[src/rtl/lsu_pkg.sv]
// Shared definitions for the load/store unit: funct3 codes, fault codes,
// FSM state encoding and the funct3 legality helper.
package lsu_pkg;

   // RV32I load funct3 encodings
   localparam logic [2:0] LB  = 3'b000;
   localparam logic [2:0] LH  = 3'b001;
   localparam logic [2:0] LW  = 3'b010;
   localparam logic [2:0] LBU = 3'b100;
   localparam logic [2:0] LHU = 3'b101;

   // RV32I store funct3 encodings
   localparam logic [2:0] SB  = 3'b000;
   localparam logic [2:0] SH  = 3'b001;
   localparam logic [2:0] SW  = 3'b010;

   // Writeback fault codes
   localparam logic [1:0] FAULT_NONE     = 2'b00;
   localparam logic [1:0] FAULT_MISALIGN = 2'b01;
   localparam logic [1:0] FAULT_ACCESS   = 2'b10;
   localparam logic [1:0] FAULT_ILLEGAL  = 2'b11;

   // Access size as encoded in funct3[1:0]
   localparam logic [1:0] SIZE_BYTE = 2'b00;
   localparam logic [1:0] SIZE_HALF = 2'b01;
   localparam logic [1:0] SIZE_WORD = 2'b10;

   typedef enum logic [1:0] {
      ST_IDLE = 2'd0,
      ST_REQ  = 2'd1,
      ST_RESP = 2'd2
   } lsu_state_t;

   // An operation flagged as both load and store is treated like a bad funct3
   function automatic logic funct3_illegal(input logic is_load,
                                           input logic is_store,
                                           input logic [2:0] funct3);
      logic bad;
      bad = 1'b0;
      if (is_load && is_store) begin
         bad = 1'b1;
      end else if (is_load) begin
         bad = (funct3 == 3'b011) || (funct3 == 3'b110) || (funct3 == 3'b111);
      end else if (is_store) begin
         bad = (funct3 > SW);
      end
      return bad;
   endfunction

endpackage

[src/rtl/lsu_load_align.sv]
// Load data lane-select and sign/zero extension from a raw memory word.
module lsu_load_align
   import lsu_pkg::*;
(
   input  logic [31:0] rdata,
   input  logic [1:0]  ea_lo,
   input  logic [2:0]  funct3,
   output logic [31:0] data
);

   logic [7:0]  lane_byte;
   logic [15:0] lane_half;

   // Pick the addressed byte/half from the word, then extend per funct3
   always_comb begin
      lane_byte = 8'h00;
      lane_half = ea_lo[1] ? rdata[31:16] : rdata[15:0];
      case (ea_lo)
         2'd0:    lane_byte = rdata[7:0];
         2'd1:    lane_byte = rdata[15:8];
         2'd2:    lane_byte = rdata[23:16];
         default: lane_byte = rdata[31:24];
      endcase
      case (funct3)
         LB:      data = {{24{lane_byte[7]}}, lane_byte};
         LH:      data = {{16{lane_half[15]}}, lane_half};
         LBU:     data = {24'h000000, lane_byte};
         LHU:     data = {16'h0000, lane_half};
         default: data = rdata;
      endcase
   end

endmodule

[src/rtl/lsu_mem_ctrl.sv]
// Memory-stage load/store controller: accepts one load/store from execute,
// checks it, issues a word-aligned memory request and returns a one-cycle
// writeback with fault code.
// Optional macro LSU_MISALIGN_TRAP_EN: when defined, misaligned halfword/word
// accesses fault; otherwise the address is forced down to natural alignment.
module lsu_mem_ctrl
   import lsu_pkg::*;
#(
   parameter int unsigned MEM_WORDS   = 4096,
   parameter int unsigned ACK_TIMEOUT = 16
) (
   input  logic        clk,
   input  logic        reset,
   input  logic        ex_valid,
   output logic        ex_ready,
   input  logic        ex_is_load,
   input  logic        ex_is_store,
   input  logic [2:0]  ex_funct3,
   input  logic [31:0] ex_base,
   input  logic [31:0] ex_imm,
   input  logic [31:0] ex_sdata,
   input  logic [4:0]  ex_rd,
   output logic        mem_req,
   output logic        mem_we,
   output logic [31:0] mem_addr,
   output logic [3:0]  mem_wstrb,
   output logic [31:0] mem_wdata,
   input  logic [31:0] mem_rdata,
   input  logic        mem_ack,
   output logic        wb_valid,
   output logic [4:0]  wb_rd,
   output logic [31:0] wb_data,
   output logic [1:0]  wb_fault,
   output logic [31:0] wb_badaddr
);

   lsu_state_t  state;
   lsu_state_t  next_state;

   logic        op_load;
   logic        op_store;
   logic [2:0]  op_funct3;
   logic [31:0] op_ea;
   logic [31:0] op_sdata;
   logic [4:0]  op_rd;
   logic [1:0]  op_fault;
   logic [31:0] load_data;
   logic [31:0] ack_cnt;

   logic        accept;
   logic [31:0] ea_raw;
   logic [31:0] ea_use;
   logic        acc_illegal;
   logic        acc_access;
   logic [1:0]  acc_fault;
   logic        timeout;
   logic [31:0] aligned_data;

   lsu_load_align u_load_align (
      .rdata  (mem_rdata),
      .ea_lo  (op_ea[1:0]),
      .funct3 (op_funct3),
      .data   (aligned_data)
   );

   // Address generation and fault classification for the offered operation
`ifdef LSU_MISALIGN_TRAP_EN
   logic acc_misalign;

   always_comb begin
      ea_raw       = ex_base + ex_imm;
      ea_use       = ea_raw;
      acc_illegal  = funct3_illegal(ex_is_load, ex_is_store, ex_funct3);
      acc_misalign = ((ex_funct3[1:0] == SIZE_HALF) && ea_raw[0]) ||
                     ((ex_funct3[1:0] == SIZE_WORD) && (ea_raw[1:0] != 2'b00));
      acc_access   = ({2'b00, ea_use[31:2]} >= MEM_WORDS);
      if (acc_illegal)       acc_fault = FAULT_ILLEGAL;
      else if (acc_misalign) acc_fault = FAULT_MISALIGN;
      else if (acc_access)   acc_fault = FAULT_ACCESS;
      else                   acc_fault = FAULT_NONE;
   end
`else
   always_comb begin
      ea_raw      = ex_base + ex_imm;
      ea_use      = ea_raw;
      acc_illegal = funct3_illegal(ex_is_load, ex_is_store, ex_funct3);
      if (!acc_illegal) begin
         if (ex_funct3[1:0] == SIZE_HALF) ea_use[0]   = 1'b0;
         if (ex_funct3[1:0] == SIZE_WORD) ea_use[1:0] = 2'b00;
      end
      acc_access  = ({2'b00, ea_use[31:2]} >= MEM_WORDS);
      if (acc_illegal)     acc_fault = FAULT_ILLEGAL;
      else if (acc_access) acc_fault = FAULT_ACCESS;
      else                 acc_fault = FAULT_NONE;
   end
`endif

   assign accept  = (state == ST_IDLE) && ex_valid && (ex_is_load || ex_is_store);
   assign timeout = (ACK_TIMEOUT != 0) && ((ack_cnt + 32'd1) == ACK_TIMEOUT);

   // FSM state register
   always_ff @(posedge clk) begin
      if (reset) state <= ST_IDLE;
      else       state <= next_state;
   end

   // FSM next-state: faults skip the request, ack beats timeout in REQ
   always_comb begin
      next_state = state;
      case (state)
         ST_IDLE: begin
            if (accept) next_state = (acc_fault != FAULT_NONE) ? ST_RESP : ST_REQ;
         end
         ST_REQ: begin
            if (mem_ack || timeout) next_state = ST_RESP;
         end
         ST_RESP: next_state = ST_IDLE;
         default: next_state = ST_IDLE;
      endcase
   end

   // Operation capture, load data register and ack timeout counter
   always_ff @(posedge clk) begin
      if (reset) begin
         op_load   <= 1'b0;
         op_store  <= 1'b0;
         op_funct3 <= 3'b000;
         op_ea     <= 32'h0;
         op_sdata  <= 32'h0;
         op_rd     <= 5'd0;
         op_fault  <= FAULT_NONE;
         load_data <= 32'h0;
         ack_cnt   <= 32'h0;
      end else if (accept) begin
         op_load   <= ex_is_load;
         op_store  <= ex_is_store;
         op_funct3 <= ex_funct3;
         op_ea     <= ea_use;
         op_sdata  <= ex_sdata;
         op_rd     <= ex_rd;
         op_fault  <= acc_fault;
         ack_cnt   <= 32'h0;
      end else if (state == ST_REQ) begin
         if (mem_ack) begin
            load_data <= aligned_data;
         end else begin
            ack_cnt <= ack_cnt + 32'd1;
            if (timeout) op_fault <= FAULT_ACCESS;
         end
      end
   end

   // Outputs decoded from state and the captured operation
   always_comb begin
      ex_ready   = (state == ST_IDLE);
      mem_req    = 1'b0;
      mem_we     = 1'b0;
      mem_addr   = 32'h0;
      mem_wstrb  = 4'b0000;
      mem_wdata  = 32'h0;
      wb_valid   = 1'b0;
      wb_rd      = 5'd0;
      wb_data    = 32'h0;
      wb_fault   = FAULT_NONE;
      wb_badaddr = 32'h0;
      if (state == ST_REQ) begin
         mem_req  = 1'b1;
         mem_we   = op_store;
         mem_addr = {op_ea[31:2], 2'b00};
         if (op_store) begin
            case (op_funct3)
               SB: begin
                  mem_wdata = {4{op_sdata[7:0]}};
                  mem_wstrb = 4'b0001 << op_ea[1:0];
               end
               SH: begin
                  mem_wdata = {2{op_sdata[15:0]}};
                  mem_wstrb = 4'b0011 << {op_ea[1], 1'b0};
               end
               default: begin
                  mem_wdata = op_sdata;
                  mem_wstrb = 4'b1111;
               end
            endcase
         end
      end
      if (state == ST_RESP) begin
         wb_valid = 1'b1;
         wb_fault = op_fault;
         if (op_fault != FAULT_NONE) begin
            wb_badaddr = op_ea;
         end else if (op_load) begin
            wb_rd   = op_rd;
            wb_data = load_data;
         end
      end
   end

endmodule

[config.mk]
export PLATFORM = sky130hd
export DESIGN_NAME = lsu_mem_ctrl
export DESIGN_NICKNAME = d
export VERILOG_FILES = /design/src/rtl/lsu_pkg.sv /design/src/rtl/lsu_load_align.sv /design/src/rtl/lsu_mem_ctrl.sv
export SDC_FILE = /design/constraint.sdc
export NUM_CORES = 1
export LEC_CHECK = 0
export ABC_CLOCK_PERIOD_IN_PS = 6400
export BUFFER_PORTS_ARGS = -buffer_cell sky130_fd_sc_hd__buf_2
export CAP_MARGIN = 20
export CORE_MARGIN = 1
export CORE_UTILIZATION = 48
export DETAILED_ROUTE_END_ITERATION = 6
export PLACE_DENSITY_LB_ADDON = 0.12
export SYNTH_ARGS = -nofsm -noshare
export SYNTH_HDL_FRONTEND = slang
export SYNTH_SLANG_ARGS = --single-unit
[constraint.sdc]
create_clock -name clk -period 6.4 [get_ports clk]
set_input_delay 0.32 -clock clk [delete_from_list [all_inputs] [get_ports clk]]
set_output_delay 0.32 -clock clk [all_outputs]
set_load 0.02 [all_outputs]
## Word-level counts from Yosys, hierarchy flattened

Cells that the tools add are included.

| cells by class | value |
|---|---|
| add/subtract/negate cells | 2 |
| $mul | 0 |
| div/mod/pow operators | 0 |
| magnitude comparators | 2 |
| equal/unequal tests | 16 |
| shift operators | 2 |
| muxes and demuxes | 38 |
| bitwise gates (word level) | 2 |
| reduce and logical (&&, ||, !) cells | 19 |

Operators by type and width:

| kind | count |
|---|---|
| $mux 32 | 8 |
| $pmux 32 s4 | 1 |
| $pmux 32 s2 | 1 |
| $add 32x1->32 const B | 1 |
| $add 32x32->32 | 1 |
| $eq 32x5->1 const B | 1 |
| $ge 30x13->1 const B | 1 |
| $mux 2 | 12 |
| $pmux 8 s3 | 1 |
| $mux 16 | 1 |
| $mux 5 | 3 |
| $eq 3x3->1 const B | 4 |
| $mux 4 | 2 |
| $pmux 4 s2 | 1 |
| $reduce_bool 2->1 | 4 |
| $mux 1 | 7 |
| $eq 2x1->1 const B | 3 |
| $eq 2x2->1 const B | 3 |
| $reduce_and 3->1 | 2 |
| $logic_not 2->1 | 2 |
| $logic_or 1x1->1 | 4 |
| $ne 2x1->1 const B | 2 |
| $pmux 2 s2 | 1 |
| $reduce_and 2->1 | 2 |
| other kinds (10) | 13 |

| word-level totals | value |
|---|---|
| register bits | 142 |
| latch bits | 0 |
| bits in writable memories | 0 |
| memory bits (read-only) | 0 |
| bits of input ports | 142 |
| output and inout bits | 143 |
| word-level logic and storage cells | 91 |
| memories | 0 |

## Logic depth before layout (Yosys ltp)

Gate-level depths: netlist of the first run.

| logic depth | value |
|---|---|
| word-level depth | 10 |
| mapped depth | 11 |
| depth with buffers taken out | 11 |

## By module

A second synthesis of the first run with hierarchy kept.

| unflattened totals | value |
|---|---|
| cells, all modules | 1382 |
| area total of the unflattened synthesis | 9758.1 um^2 |

By module, submodules not included:

| module | instances | cells each | area an instance (um^2) | sequential area each (um^2) |
|---|---|---|---|---|
| lsu_mem_ctrl | 1 | 1251 | 9034.9 | 2842.7 |
| lsu_load_align | 1 | 131 | 723.2 | 0.0 |

## Worst setup path after synthesis of the first run

Ideal clock, no wire load.

| timing path | value |
|---|---|
| path kind | input-to-reg |
| start | input port ex_base[0] |
| end | register op_fault[1] |
| setup time | 0.115 ns |
| arrival | 3.244 ns |
| data required time | 6.285 ns |
| path slack | 3.041 ns |
| stages on the path | 11 |
| buffers on the path | 0 |
| cells stage by stage | ha_1 -> fa_1 -> a211oi_1 -> o21a_1 -> o22ai_1 -> o21a_1 -> or3_1 -> a2111oi_0 -> o2111ai_1 -> or4_1 -> o21a_1 |

| on the way | value |
|---|---|
| longest elaborated chain between the ends | 5 |

RTL lines:

| item | RTL line | source |
|---|---|---|
| start, declared | lsu_mem_ctrl.sv:19 | `input logic [31:0] ex_base,` |
| $add 32x32->32 | lsu_mem_ctrl.sv:84 | `ea_raw = ex_base + ex_imm;` |
| $ge 30x13->1 | lsu_mem_ctrl.sv:91 | `acc_access = ({2'b00, ea_use[31:2]} >= MEM_WORDS);` |
| $mux 2 | lsu_mem_ctrl.sv:93 | `else if (acc_access) acc_fault = FAULT_ACCESS;` |
| $mux 2 | lsu_mem_ctrl.sv:92 | `if (acc_illegal) acc_fault = FAULT_ILLEGAL;` |
| $mux 2 | lsu_mem_ctrl.sv:134 | `end else if (accept) begin` |
| end signal, assigned | lsu_mem_ctrl.sv:141 | `op_fault <= acc_fault;` |
| end, declared | lsu_mem_ctrl.sv:46 | `logic [1:0] op_fault;` |

No other way between the ends.
A chain may end at the register's enable or synchronous reset.

## Worst setup path in the final report of the first run

| timing path | value |
|---|---|
| start | input port ex_base[0] |
| end | register state[1] |

| on the way | value |
|---|---|
| longest elaborated chain between the ends | 8 |

RTL lines:

| item | RTL line | source |
|---|---|---|
| $add 32x32->32 | lsu_mem_ctrl.sv:84 |  |
| $ge 30x13->1 | lsu_mem_ctrl.sv:91 |  |
| $mux 2 | lsu_mem_ctrl.sv:93 |  |
| $mux 2 | lsu_mem_ctrl.sv:92 |  |
| $reduce_bool 2->1 | lsu_mem_ctrl.sv:112 | `if (accept) next_state = (acc_fault != FAULT_NONE) ? ST_RESP : ST_REQ;` |
| $mux 2 (2 in series) | lsu_mem_ctrl.sv:112 |  |
| $pmux 2 s2 | lsu_mem_ctrl.sv:110 | `case (state)` |
| end signal, assigned | lsu_mem_ctrl.sv:104 | `else state <= next_state;` |
| end, declared | lsu_mem_ctrl.sv:37 | `lsu_state_t state;` |

No other way between the ends. The select of a mux whose other input is x is not followed.

==> results of run 1 <==
[power breakdown]
part	internal [W]	leakage, nW	switching [W]	total, W
sequential	0.000920	1.15	0.0000347	0.000955
clock	0.000555	0.271	0.000408	0.000963
combinational	0.000172	3.61	0.000285	0.000457
total	0.00165	5.03	0.000728	0.00237
[metrics by stage]
stage / power (W) / cell area [um^2]
finish: 0.002374 / 11520
global route: 0.002475 / 11520
CTS: 0.002378 / 11470
detailed placement: 0.001418 / 10900
global placement: 0.001414 / 10890
floorplan: 0.001265 / 9454
[sequential cells by signal (all words and copies together), names as in the netlist]
signal,flops
ack_cnt,32
load_data,32
op_ea,32
op_fault,2
op_funct3,3
op_load,1
op_rd,5
op_sdata,32
op_store,1
state,2
[cells in the mapped netlist (all sizes together) (2+ instances only)]
library cell  count
or2               5
o21bai            4
a2111oi           3
dfxtp           142
xor2             33
buf              21
a22oi             8
mux2i            18
o211ai            8
xnor2            28
o21ai            45
and4b             2
o2111a            2
nor2            120
or3              12
and2            106
or4               8
nand3b            6
a21o              8
nand2b            9
and3             20
nand4            21
a21oi           155
a31oi            12
inv              21
nor4              7
o311ai            3
nand3            28
and4              2
o21a              8
a211oi           31
a21boi            5
o31ai             3
nand2           225
clkbuf           70
nor3             46
o22ai             3
a221oi            2
ha               32
nor2b            13
mux2              3
o2111ai           4
[how the worst min path moves through the flow]
stage / end / start / cells after the start / slack [ps]
finish: op_sdata[9] / ex_sdata[9] / 3 / 130
global route: op_sdata[18] / ex_sdata[18] / 3 / 120
CTS: op_sdata[9] / ex_sdata[9] / 3 / 120
detailed placement: op_rd[0] / op_rd[0] / 2 / 450
global placement: op_rd[0] / op_rd[0] / 2 / 440
floorplan: load_data[7] / load_data[7] / 2 / 430
[final cells by class]
| class | instances | area, um^2 |
|---|---|---|
| Inverter | 21 | 78.83 |
| Clock inverter | 13 | 115.1 |
| Antenna cell | 3 | 7.507 |
| Multi-Input combinational cell | 1065 | 6181 |
| Timing Repair Buffer | 292 | 1519 |
| Clock buffer | 19 | 452.9 |
| Fill cell | 1875 | 7496 |
| Sequential cell | 142 | 2843 |
| Tap cell | 260 | 325.3 |
[cell families (layout without fill, tap and decap cells)]
| kind of cell | count (synthesis) | after routing | synth area share, % |
|---|---|---|---|
| and+or+nand+nor | 635 | 635 | 32.83 |
| buffers and inverters | 112 | 345 | 4.700 |
| DFF | 142 | 142 | 30.08 |
| AOI/OAI and AO/OA | 313 | 313 | 19.98 |
| muxes | 21 | 21 | 2.264 |
| adders and majority gates | 33 | 33 | 4.449 |
| other | 1 | 5 | 0.03968 |
| xor gates and xnor gates | 61 | 61 | 5.653 |
[layer usage]
| metal | track usage, % | up-vias | wire length [um] |
|---|---|---|---|
| li1 | - | 5014 | - |
| met1 | 37.93 | 4610 | 13420 |
| met2 | 49.12 | 342 | 14350 |
| met3 | 4.576 | 47 | 1591 |
| met4 | 9.960 | 0 | 663 |
| met5 | 0 | - | 0 |
[critical path, cell delays in order]
cell and delay, ps:
buf_2 110, ha_1 210, fa_1 440, a211oi_1 370, o21a_1 240, o22ai_1 100
o21a_1 200, or3_1 340, a2111oi_0 520, o2111ai_1 170, or4_1 600, and3_1 200
==> metrics.cfg, run 1 <==
[clock_tree]
cts.sinks=142
htree_levels=4
clock_path_buffers=2
clk_pin_slew_ps=70
clk_latency_ps=430
cts.repair.resized=0
clockRootBuffer=clkbuf_16
cts_hold_buf=0
cts_tree=built
numCtsBuffers=17
postCtsSetupBuffers=0

[worst_setup_path]
crit_path_end=state[1]
start_kind=input port
crit_arrival_ps=3830
end_kind=register
r2r_start=ack_cnt[6]
path_class=input port to register
r2r_setup_slack_ps=3040
reg2regPathDepth=9
r2r-end=op_fault[0]
required_ps=6710
crit_start=ex_base[0]
cp_max_fo=4

[power]
ir_drop_v=0.0001412
power_leakage_nw=5.034
pwr_density_cell_nw_per_um2=206.1

[finish]
final_util_pct=60.59
fin_nets=1714
final_cells=1815
syn2layout_area_growth_pct=21.93
drive_above_1_share_pct=22.23
final_cell_mix=281 x buf_2, 225 x nand2_1, 154 x a21oi_1, 142 x dfxtp_1, 119 x nor2_1
mostFrequentLayoutCell=buf_2

[floorplan]
core_area_um2=19020
rows=50
dieArea_um2=20250
io-pin-count=285
fp.dieH_um=142.3
die_x_um=142.3
start_util_pct=49.69

[timing]
hold_slack_ps=126.5
hold_viol_final=0
setup_tns_ps=0
period_share_pct=55.05
rsz0062_at_grt=no
drv_slew=0
fmaxAchievable_mhz=283.8
relSlewSlack_pct=26.81
fin_ws_ps=2877
finalCriticalPeriod_ps=3523
clock-skew-final_ps=8.721
tightest_slew_ps=1096
setup_violations=0

[routing]
dr_total_vias=10010
firstDrtPassIters=7
detail-route-antenna-nets=0
drc=0
routed_via_density=5.517
initialDrtViolationCount=704
post_drt_wl_per_cell_um=16.54
wl_mm=30.03

[synthesis]
synthCells=1318
ys_types=70
syn_avg_cell_area_um2=7.170
synthArstFlopShare_pct=0
syn_area_um2=9450
synth_area_leaders=dfxtp_1 30%, nand2_1 8.9%, a21oi_1 8.2%, and2_1 7.0%, nor2_1 4.8%
synth-main-ff-cell=dfxtp_1
synth.top_cell.area_share_pct=30.08
synth-seq-cells=142
synth_edf_count=0
ys_warn_count=0
synth.largest_area_cell=dfxtp_1
yosysSeqAreaShare_pct=30.08

[place]
io_buffer_count=282
place_hpwl_mm=21.83
globalplace.congestion=0.8872
place_ws_ps=2455
dp.cells=1777

[global_route]
antenna_found_initial=3
grt_pass1_vias=9259
grt_pass1_wl_mm=46.73
gr-total-overflow=0
track_usage_pct=29.23
grt_max_degree=99

[run_status]
outcome=finished, final reports clean

[run]
cap_viol_max_count=0

[worst_hold_path]
hold_class=input port to register

No activity file was read; power rests on OpenSTA's default activity.
==> inputs of run 2 (changes only) <==
ABC_AREA = 1   (was unset)
ABC_CLOCK_PERIOD_IN_PS = 3600   (was 6400)
clock period = 3.6 ns   (was 6.4 ns; I/O delays follow)
==> run 2 against run 1 <==
  * Combinational power grew to 4.7 times the previous value
  * Total power increased to 2.5 times the previous value
  * Clock power increased by 91%
  * Clock skew down 1.6 ps
  * Non-clock buffer count is 36 higher
  * Count of clock-buffer cells in the layout grew 1
  * Wire length increased by 11%
  * Area after synthesis up 7.4%
  * Critical path type is now register to output port
  * First-iteration DRC count grew 8.7%
  * Die area rose by 7.3%
  * Cell count rose by 27%
==> metrics.cfg, run 2 <==
[global_route]
gr-total-overflow=0
grt_pass1_vias=10570
grt_pass1_wl_mm=52.96
antenna_found_initial=2
track_usage_pct=30.42
grt_max_degree=68

[synthesis]
ys_warn_count=0
synth.largest_area_cell=dfxtp_1
synth_edf_count=0
synthTopCellsByCount=513 x nand2_1, 279 x inv_1, 197 x nor2_1
yosysSeqAreaShare_pct=28.01
syn_area_um2=10150
synth_area_leaders=dfxtp_1 28%, nand2_1 19%, inv_1 10%, nor2_1 7.3%, o21ai_0 5.5%
synth.top_cell.area_share_pct=28.01
synth-main-ff-cell=dfxtp_1
syn_avg_cell_area_um2=5.874
synthCells=1728
synthArstFlopShare_pct=0
synth-seq-cells=142
synth.most_common_cell=nand2_1
ys_types=46

[worst_setup_path]
start_kind=register
required_ps=3420
crit_arrival_ps=2990
cp_max_fo=25
end_kind=output port
path_class=register to output port

[timing]
hold_viol_final=0
fmaxAchievable_mhz=315.5
clock-skew-final_ps=7.106
finalCriticalPeriod_ps=3170
period_share_pct=88.05
setup_tns_ps=0
relSlewSlack_pct=32.37
tightest_slew_ps=1013
setup_violations=0
rsz0062_at_grt=no
drv_slew=0

[power]
ir_drop_v=0.0003335
finalPower_w=0.005997
power_leakage_nw=6.646
pwr_density_cell_nw_per_um2=472.0

[routing]
initialDrtViolationCount=765
wl_met1_mm=14.69
wl_met3_mm=1.904
routed_via_density=5.104
post_drt_wl_per_cell_um=14.48
drc=0
wl_met2_mm=15.81
dr_total_vias=11720
firstDrtPassIters=6
detail-route-antenna-nets=0
routed.top_layer=met4
wl_mm=33.25

[floorplan]
core_area_um2=20490
io-pin-count=285
rows=52
fp.dieH_um=147.4
dieArea_um2=21730
start_util_pct=49.52
die_x_um=147.4

[finish]
final_util_pct=61.99
syn2layout_area_growth_pct=25.17
final_cells=2297
stdcell_area_um2=12700
final_cell_mix=513 x nand2_1, 282 x buf_2, 279 x inv_1, 196 x nor2_1, 142 x dfxtp_1
drive_above_1_share_pct=18.72
fin_nets=2187
mostFrequentLayoutCell=nand2_1

[clock_tree]
cts.sinks=142
numCtsBuffers=17
htree_levels=4
cts_tree=built
clk_latency_ps=420
clock_path_buffers=2
clockRootBuffer=clkbuf_16
clk_pin_slew_ps=60

[run_status]
outcome=finished, final reports clean

[place]
globalplace.congestion=0.9396
dp.cells=2228
place_hpwl_mm=25.39
dpl_cell_area_um2=11730
io_buffer_count=282

[worst_hold_path]
hold_class=input port to register

[run]
cap_viol_max_count=0

run 2: changes by cell type in the layout (fill, tap and decap cells not counted), moves of 28 or more:
cell,delta
nor2_1,+77
nand2_1,+288
and2_1,-103
o22ai_1,+29
a21oi_1,-69
a211oi_1,-28
o21ai_0,+69
inv_1,+258
dlygate4sd3_1,+35
nand3_1,+41
run 2: path summary, 6_finish.rpt:
| check | cells past startpoint | end | slack [ps] | start |
|---|---|---|---|---|
| setup / recovery | 9 | mem_wdata[12] | 430 | op_funct3[1] |
| hold / removal | 2 | op_sdata[22] | 10 | ex_sdata[22] |
| setup reg to reg | 9 | ack_cnt[16] | 1030 | state[1] |
| hold reg to reg | 2 | op_sdata[20] | 440 | op_sdata[20] |
run 2: cells by family (layout without fill, tap and decap cells):
kind of cell	after synthesis	count (layout)	share of synthesized area, %
compound gates	287	287	16.22
xor+xnor	15	15	1.294
fa+ha+maj	33	33	4.142
buf+inv	356	652	13.40
flops	142	142	28.01
other cells	1	4	0.03695
simple gates	894	894	36.90
run 2: repair_timing:
| item | 4_1_cts | 5_1_grt |
|---|---|---|
| gates resized for setup | 0 | 0 |
| hold buffers | 35 | 0 |
| endpoints found under the hold margin | 35 | 0 |
| setup buffers | 0 | 0 |
run 2: area by class of cell:
cell class / instances / area [um^2]
sequential: 142 / 2843
tap: 270 / 337.8
clock inverter: 12 / 158.9
fill: 2084 / 7790
timing repair buffer: 328 / 1844
inverter: 292 / 1096
multi-input combinational: 1231 / 5963
antenna: 2 / 5.005
clock buffer: 20 / 456.7
run 2: layer usage:
layer	up-vias	track usage (%)
li1	6042	-
met1	5203	38.98
met2	428	52.59
met3	50	3.951
met4	0	10.15
met5	-	0
run 2: worst max-delay path, cell delays in order (launching register included):
cell	delay, ps
dfxtp_1	670
nor2_1	160
inv_2	160
nor2_1	100
inv_2	160
nand2_1	90
inv_1	500
o21ai_0	260
a21oi_1	250
buf_2	210
run 2: power breakdown:
group / leakage (nW) / switching [W] / total (W) / internal (W)
registers: 1.16 / 0.000162 / 0.00201 / 0.00185
clock network: 0.286 / 0.000708 / 0.00184 / 0.00113
logic: 5.20 / 0.00151 / 0.00215 / 0.000642
run 2: per-stage QoR:
stage	hold WS, ps	worst slack [ps]
after floorplan	290.2	1386
after global placement	383.3	986.9
after detailed placement	384.9	912.1
after CTS	4.274	457.8
after global routing	21.51	217.6
final	12.16	430.1
